`src/rtl/sn74169_pkg.sv`:
```
// Shared types, phase lengths and the RCO helper for the SN74169 exerciser.
package sn74169_pkg;

  typedef enum logic [2:0] {
    StIdle,
    StLoad,
    StUp,
    StHold,
    StDown,
    StDrain,
    StDone
  } state_e;

  localparam int unsigned UP_LEN    = 16;
  localparam int unsigned DOWN_LEN  = 16;
  localparam logic [5:0]  STEP_NONE = 6'h3F;

  // One expected-response entry travelling alongside the readback synchroniser.
  typedef struct packed {
    logic [3:0] q;
    logic       rcob;
    logic [5:0] step;
    logic       valid;
  } chk_t;

  // Active-low ripple carry: terminal count in the current direction while ENT is enabled.
  function automatic logic rco_b(input logic [3:0] q, input logic entb, input logic udb);
    return ~(~entb & (udb ? (q == 4'hF) : (q == 4'h0)));
  endfunction

endpackage

```
`src/rtl/sn74169_ref_model.sv`:
```
// Reference copy of the external counter: tracks the registered drive values edge for edge.
module sn74169_ref_model
  import sn74169_pkg::*;
(
  input  logic       clk_i,
  input  logic       rst_ni,
  input  logic [3:0] a_i,
  input  logic       loadb_i,
  input  logic       enpb_i,
  input  logic       entb_i,
  input  logic       udb_i,
  output logic [3:0] q_o,
  output logic       rcob_o
);

  logic [3:0] q_q, q_d;

  // Load wins over count; count wraps mod 16 in either direction.
  always_comb begin
    q_d = q_q;
    if (!loadb_i) begin
      q_d = a_i;
    end else if (!enpb_i && !entb_i) begin
      q_d = udb_i ? q_q + 4'd1 : q_q - 4'd1;
    end
  end

  always_ff @(posedge clk_i or negedge rst_ni) begin
    if (!rst_ni) begin
      q_q <= '0;
    end else begin
      q_q <= q_d;
    end
  end

  assign q_o    = q_q;
  assign rcob_o = rco_b(q_q, entb_i, udb_i);

endmodule

```
`src/rtl/sn74169_exerciser.sv`:
```
// Drives a fixed load/up/hold/down sequence onto an external 4-bit up/down counter
// and checks the synchronised Q/RCOB readback against an internal reference model.
module sn74169_exerciser
  import sn74169_pkg::*;
#(
  parameter int unsigned SYNC_STAGES = 2,
  parameter int unsigned HOLD_CYCLES = 4
) (
  input  logic       clk,
  input  logic       rst_n,
  input  logic       start,
  input  logic [3:0] seed,
  output logic [3:0] a_out,
  output logic       enpb_out,
  output logic       entb_out,
  output logic       loadb_out,
  output logic       udb_out,
  input  logic [3:0] q_in,
  input  logic       rcob_in,
  output logic       busy,
  output logic       done,
  output logic       pass,
  output logic [7:0] err_cnt,
  output logic [5:0] first_err
);

  // Last step index of each phase; step runs continuously from LOAD through DRAIN.
  localparam logic [5:0] UpEnd    = 6'(UP_LEN);
  localparam logic [5:0] HoldEnd  = 6'(UP_LEN + HOLD_CYCLES);
  localparam logic [5:0] DownEnd  = 6'(UP_LEN + HOLD_CYCLES + DOWN_LEN);
  localparam logic [5:0] DrainEnd = 6'(UP_LEN + HOLD_CYCLES + DOWN_LEN + SYNC_STAGES + 1);

  state_e     state_q, state_d;
  logic [5:0] step_q, step_d;
  logic [3:0] a_q, a_d;
  logic       enpb_q, enpb_d, entb_q, entb_d, loadb_q, loadb_d, udb_q, udb_d;
  logic       busy_q, busy_d, done_q, done_d, pass_q, pass_d;
  logic [7:0] err_q, err_d;
  logic [5:0] first_q, first_d;

  logic [SYNC_STAGES-1:0][3:0] qs_q;
  logic [SYNC_STAGES-1:0]      rs_q;
  chk_t [SYNC_STAGES-1:0]      dl_q;
  chk_t                        chk_d, head;
  logic [3:0]                  exp_q;
  logic                        exp_rcob, in_run, mismatch;

  sn74169_ref_model u_ref (
    .clk_i   (clk),
    .rst_ni  (rst_n),
    .a_i     (a_q),
    .loadb_i (loadb_q),
    .enpb_i  (enpb_q),
    .entb_i  (entb_q),
    .udb_i   (udb_q),
    .q_o     (exp_q),
    .rcob_o  (exp_rcob)
  );

  always_comb begin
    state_d = state_q;
    unique case (state_q)
      StIdle:  if (start) state_d = StLoad;
      StLoad:  state_d = StUp;
      StUp:    if (step_q == UpEnd) state_d = StHold;
      StHold:  if (step_q == HoldEnd) state_d = StDown;
      StDown:  if (step_q == DownEnd) state_d = StDrain;
      StDrain: if (step_q == DrainEnd) state_d = StDone;
      StDone:  state_d = StIdle;
      default: state_d = StIdle;
    endcase
  end

  assign step_d = (state_q == StIdle || state_q == StDone) ? 6'd0 : step_q + 6'd1;

  // Drive registers follow the next state so bus levels line up with state_q.
  always_comb begin
    a_d     = '0;
    enpb_d  = 1'b1;
    entb_d  = 1'b1;
    loadb_d = 1'b1;
    udb_d   = 1'b1;
    unique case (state_d)
      StLoad: begin
        loadb_d = 1'b0;
        a_d     = seed;
        enpb_d  = 1'b0;
        entb_d  = 1'b0;
      end
      StUp: begin
        enpb_d = 1'b0;
        entb_d = 1'b0;
      end
      StHold: entb_d = 1'b0;
      StDown: begin
        enpb_d = 1'b0;
        entb_d = 1'b0;
        udb_d  = 1'b0;
      end
      default: ;
    endcase
  end

  assign in_run = state_q inside {StLoad, StUp, StHold, StDown};
  assign chk_d  = '{q: exp_q, rcob: exp_rcob, step: step_q, valid: in_run};
  assign head   = dl_q[SYNC_STAGES-1];
  assign mismatch = head.valid &&
                    ((qs_q[SYNC_STAGES-1] != head.q) || (rs_q[SYNC_STAGES-1] != head.rcob));

  always_comb begin
    err_d   = err_q;
    first_d = first_q;
    pass_d  = pass_q;
    if (state_q == StIdle && start) begin
      err_d   = '0;
      first_d = STEP_NONE;
      pass_d  = 1'b0;
    end else if (mismatch) begin
      if (err_q != 8'hFF) err_d = err_q + 8'd1;
      if (first_q == STEP_NONE) first_d = head.step;
    end
    if (state_d == StDone) pass_d = (err_d == 8'd0);
  end

  assign busy_d = !(state_d inside {StIdle, StDone});
  assign done_d = (state_d == StDone);

  always_ff @(posedge clk or negedge rst_n) begin
    if (!rst_n) begin
      state_q <= StIdle;
      step_q  <= '0;
      a_q     <= '0;
      enpb_q  <= 1'b1;
      entb_q  <= 1'b1;
      loadb_q <= 1'b1;
      udb_q   <= 1'b1;
      busy_q  <= 1'b0;
      done_q  <= 1'b0;
      pass_q  <= 1'b0;
      err_q   <= '0;
      first_q <= STEP_NONE;
    end else begin
      state_q <= state_d;
      step_q  <= step_d;
      a_q     <= a_d;
      enpb_q  <= enpb_d;
      entb_q  <= entb_d;
      loadb_q <= loadb_d;
      udb_q   <= udb_d;
      busy_q  <= busy_d;
      done_q  <= done_d;
      pass_q  <= pass_d;
      err_q   <= err_d;
      first_q <= first_d;
    end
  end

  // Expectations ride a delay line as deep as the synchroniser so both reach the compare together.
  always_ff @(posedge clk or negedge rst_n) begin
    if (!rst_n) begin
      qs_q <= '0;
      rs_q <= '0;
      dl_q <= '0;
    end else begin
      qs_q[0] <= q_in;
      rs_q[0] <= rcob_in;
      dl_q[0] <= chk_d;
      for (int unsigned i = 1; i < SYNC_STAGES; i++) begin
        qs_q[i] <= qs_q[i-1];
        rs_q[i] <= rs_q[i-1];
        dl_q[i] <= dl_q[i-1];
      end
    end
  end

  assign a_out     = a_q;
  assign enpb_out  = enpb_q;
  assign entb_out  = entb_q;
  assign loadb_out = loadb_q;
  assign udb_out   = udb_q;
  assign busy      = busy_q;
  assign done      = done_q;
  assign pass      = pass_q;
  assign err_cnt   = err_q;
  assign first_err = first_q;

endmodule

```
`config.mk`:
```
export PLATFORM = sky130hd
export DESIGN_NAME = sn74169_exerciser
export DESIGN_NICKNAME = d
export VERILOG_FILES = /design/src/rtl/sn74169_pkg.sv /design/src/rtl/sn74169_ref_model.sv /design/src/rtl/sn74169_exerciser.sv
export SDC_FILE = /design/constraint.sdc
export NUM_CORES = 1
export LEC_CHECK = 0
export ABC_AREA = 1
export ABC_CLOCK_PERIOD_IN_PS = 2400
export CORE_AREA = 2 2 105 107
export CTS_BUF_LIST = sky130_fd_sc_hd__clkbuf_4 sky130_fd_sc_hd__clkbuf_8 sky130_fd_sc_hd__clkbuf_16
export DETAILED_ROUTE_END_ITERATION = 8
export DIE_AREA = 0 0 107 109
export DONT_BUFFER_PORTS = 1
export PLACE_DENSITY = 0.54
export SLEW_MARGIN = 30
export SYNTH_ARGS = -nofsm -noshare
export SYNTH_HDL_FRONTEND = slang
export SYNTH_SLANG_ARGS = --single-unit
```
`constraint.sdc`:
```
create_clock -name clk -period 2.4 [get_ports clk]
set_clock_uncertainty 0.15 [all_clocks]
set_input_delay 0.24 -clock clk [delete_from_list [all_inputs] [get_ports clk]]
set_output_delay 0.24 -clock clk [all_outputs]
set_load 0.1 [all_outputs]
```
==> reports/qor.tcl <==
set qor(outcome) {finished clean}
set qor(timing.critical_path.to) {pass}
set qor(busiest_layer) {met2}
set qor(placement.io_buffers) 0
set qor(antenna_found_initial) 0
set qor(clock_path_buffers) 2
set qor(floorplan.initialDensity_pct) 28.9
set qor(worst_hold_slack_ps) 28.1
set qor(grt-ovfl-total) 0
set qor(synthesis.instances) 323
set qor(floorplan.core_area_um2) 10600
set qor(fp.dieW_um) 107
set qor(start_kind) {register}
set qor(path_class) {reg -> reg}
set qor(power.net_switching_mw) 2.68
set qor(total_vias_in_the_final_route) 2187
set qor(synth_seq_area_share_pct) 59.2
set qor(report.power.total_mw) 5.34
set qor(yosys.area.top_type) {sky130_fd_sc_hd__dfrtp_1}
set qor(power_frac_clock_pct) 16.0
set qor(max-cap-violations) 0
set qor(number_of_max_slew_violations_in_the_final_report) 0
set qor(worst_setup_hold_path_clk_slew_ps) 80
set qor(asyncSetResetFlopFracSynth_pct) 100
set qor(timing.critical_path.fanout_max) 4
set qor(intPower_mw) 2.65
set qor(place_congestion) 0.857
set qor(leakagePower_nw) 1.88
set qor(power_density_nw_per_um2) 1440
set qor(post-place-cells) 484
set qor(floorplan.die.height_um) 109
set qor(dr.first_iter.drc_count) 102
set qor(max_slew_margin_pct) 41.2
set qor(terminus_of_the_critical_flop_to_flop_path) {pass}
set qor(met3_usage_pct) 4.18
set qor(fraction_of_final_layout_cells_sized_beyond_drive_strength_1_pct) 21.3
set qor(grt_setup_unrepaired) {no}
set qor(timing.final.setup_violations) 0
set qor(synthTopCellsByArea) {sky130_fd_sc_hd__dfrtp_1 (51%), sky130_fd_sc_hd__nand2_1 (9.5%), sky130_fd_sc_hd__dfstp_2 (8.6%)}
set qor(avgRoutedWirePerCell_um) 11.9
set qor(clock_tree.root_cell) {sky130_fd_sc_hd__clkbuf_8}
set qor(first_pass_grt_wire_length_mm) 10.5
set qor(worst_supply_voltage_drop_on_vdd_mv) 0.531
set qor(arrival_time_worst_endpoint_ps) 2020
set qor(timing.fmax_ghz) 0.528
set qor(sequential_cell_area_um2) 1820
set qor(comb_power_share_pct) 47.2
set qor(syn_nets) 341
set qor(hold_path_class) {in -> reg}
set qor(ctsHtreeMaxLevel) 3
set qor(first_global_vias) 2209
set qor(ys_types) 36
set qor(vias_per_cell) 4.28
set qor(synthesis.area_per_instance_um2) 9.49
set qor(grt_start_max_net_pins) 73
set qor(drcViolationCount) 0
set qor(row_count) 38
set qor(setup.worst_path.start) {err_cnt[0]}
set qor(mappedNetlistArea_um2) 3070
set qor(grt.total_usage_pct) 11.6
set qor(clock-sinks) 72
set qor(worst_hold_path.num_cells) 3
set qor(hold_viol) 0
set qor(sw_frac_of_total_pct) 50.3
set qor(synth-main-ff-cell) {sky130_fd_sc_hd__dfrtp_1}
set qor(crit_required_ps) 2530
set qor(tritoncts) {yes}
set qor(number_of_nets_in_the_layout) 384
set qor(pwr-share-seq_pct) 36.8
set qor(clk-insertion-delay-late_ps) 340
set qor(timing.final.crit_share_pct) 78.9
set qor(finalWirelength_mm) 6.08
set qor(synthesized_flop_and_latch_total) 72
set qor(global_route.usage.met2_pct) 18.7
set qor(synthDominantCellAreaShare_pct) 50.6
set qor(cts_buffers) 9
set qor(hpwlAfterDp_mm) 4.24
set qor(worst_setup_path_end_kind) {register}
set qor(area.growth.synth_to_final_pct) 20.9
set qor(grt.met1_usage_pct) 14.3
set qor(reg2reg_slack_ps) 510
set qor(multi_input_combinational_cell_area_um2) 1040
set qor(cts-resized-gates) 0
set qor(synth.yosys.warnings) 0
set qor(tightest_slew_ps) 883
set qor(r2r.worst_path.cells) 12
set qor(synthMostInstantiatedCell) {sky130_fd_sc_hd__nand2_1}
set qor(die_area_um2) 11700
set qor(fin_tns_setup_ps) 0
set qor(layout.core_utilization_pct) 35.0
set qor(netlist_top_cells_count) {sky130_fd_sc_hd__nand2_1 (78), sky130_fd_sc_hd__dfrtp_1 (62), sky130_fd_sc_hd__inv_1 (47), sky130_fd_sc_hd__nand3_1 (26), sky130_fd_sc_hd__nor2_1 (22)}
set qor(finalCriticalPeriod_ps) 1890
set qor(dr.pass1.iters) 4
set qor(io_pins) 37
set qor(filler_cell_count) 1054
set qor(antenna_cells) 0
set qor(fin_cells) 511
set qor(synth_edf_count) 0
set qor(route.antenna.remaining_nets) 0
set qor(r2r_start) {err_cnt[0]}
## critical path, stage by stage, from the launching register on
cell,delay [ps]
sky130_fd_sc_hd__dfrtp_2,360
sky130_fd_sc_hd__buf_4,300
sky130_fd_sc_hd__inv_1,140
sky130_fd_sc_hd__nor2_1,200
sky130_fd_sc_hd__nand2_1,80
sky130_fd_sc_hd__nand2_1,60
sky130_fd_sc_hd__nand2_1,40
sky130_fd_sc_hd__nand3b_1,150
sky130_fd_sc_hd__nand3_1,120
sky130_fd_sc_hd__nand2_1,70
sky130_fd_sc_hd__clkinv_1,50
sky130_fd_sc_hd__nand3_1,70
sky130_fd_sc_hd__nand2_1,60
## power by group through the flow
| stage | Combinational [mW] | Sequential [mW] | Clock [mW] |
|---|---|---|---|
| global placement | 2.46 | 1.98 | 0 |
| floorplan | 1.03 | 2.94 | 0 |
| global route | 2.76 | 2.02 | 0.960 |
| detailed placement | 2.49 | 1.99 | 0 |
| finish | 2.52 | 1.97 | 0.854 |
| CTS | 2.54 | 1.96 | 0.888 |
## worst min-delay path by stage
stage / end / slack [ps] / startpoint
2_1_floorplan: a_out[0] / -210 / rst_n
3_3_place_gp: err_cnt[1] / -200 / rst_n
3_5_place_dp: busy / -200 / rst_n
4_1_cts: err_cnt[0] / 20 / start
5_1_grt: err_cnt[0] / 30 / start
6_report: err_cnt[0] / 30 / start
## kinds of logic after synthesis
group                      share of synthesized area, %
and+or+nand+nor                                    25.1
DFF                                                59.2
buffers and inverters                              7.06
AOI/OAI and AO/OA                                  4.90
adders and majority gates                          2.69
xor gates and xnor gates                           1.14
## timing repair
| item | 4_1_cts | 5_1_grt |
|---|---|---|
| buffers inserted | 0 | 0 |
| hold endpoints to repair | 81 | 0 |
| hold buffers | 11 | 0 |
## registers in the layout (all words and copies together), names as in the netlist
signal     cells
a_out          4
busy           1
dl_q          24
done           1
enpb_out       1
entb_out       1
err_cnt        8
first_err      6
loadb_out      1
pass           1
qs_q           8
rs_q           2
state_q        3
step_q         6
u_ref.q_o      4
udb_out        1
## layout make-up
class,count,share of cell area (%)
sequential,72,49.0
multi-input combinational,196,27.9
timing repair buffer,35,8.30
inverter,52,5.30
tap,140,4.72
clock buffer,10,3.54
clock inverter,6,1.18
## metal layers
layer  up-vias  wire length [um]
li1       1101                 -
met1      1044              2840
met2        35              2890
met3         7               295
met4         0                59
met5         -                 0
## metrics by stage
step                area (um2)  setup slack (ps)
floorplan                 3070               176
global placement          3400               542
detailed placement        3400               516
CTS                       3710               504
global route              3710               296
finish                    3710               506
## layout by cell type, fill, tap and decap left out, types with 7 or more instances in the layout
cell                            count
sky130_fd_sc_hd__nand3_1           26
sky130_fd_sc_hd__buf_4             24
sky130_fd_sc_hd__nand2_1           78
sky130_fd_sc_hd__dfrtp_1           60
sky130_fd_sc_hd__nor2_1            22
sky130_fd_sc_hd__a21oi_1            7
sky130_fd_sc_hd__dfstp_2           10
sky130_fd_sc_hd__inv_1             47
sky130_fd_sc_hd__dlygate4sd3_1     10
sky130_fd_sc_hd__clkbuf_8           9
sky130_fd_sc_hd__o21ai_1            8
Note: power is estimated with default switching activity, not from simulation.
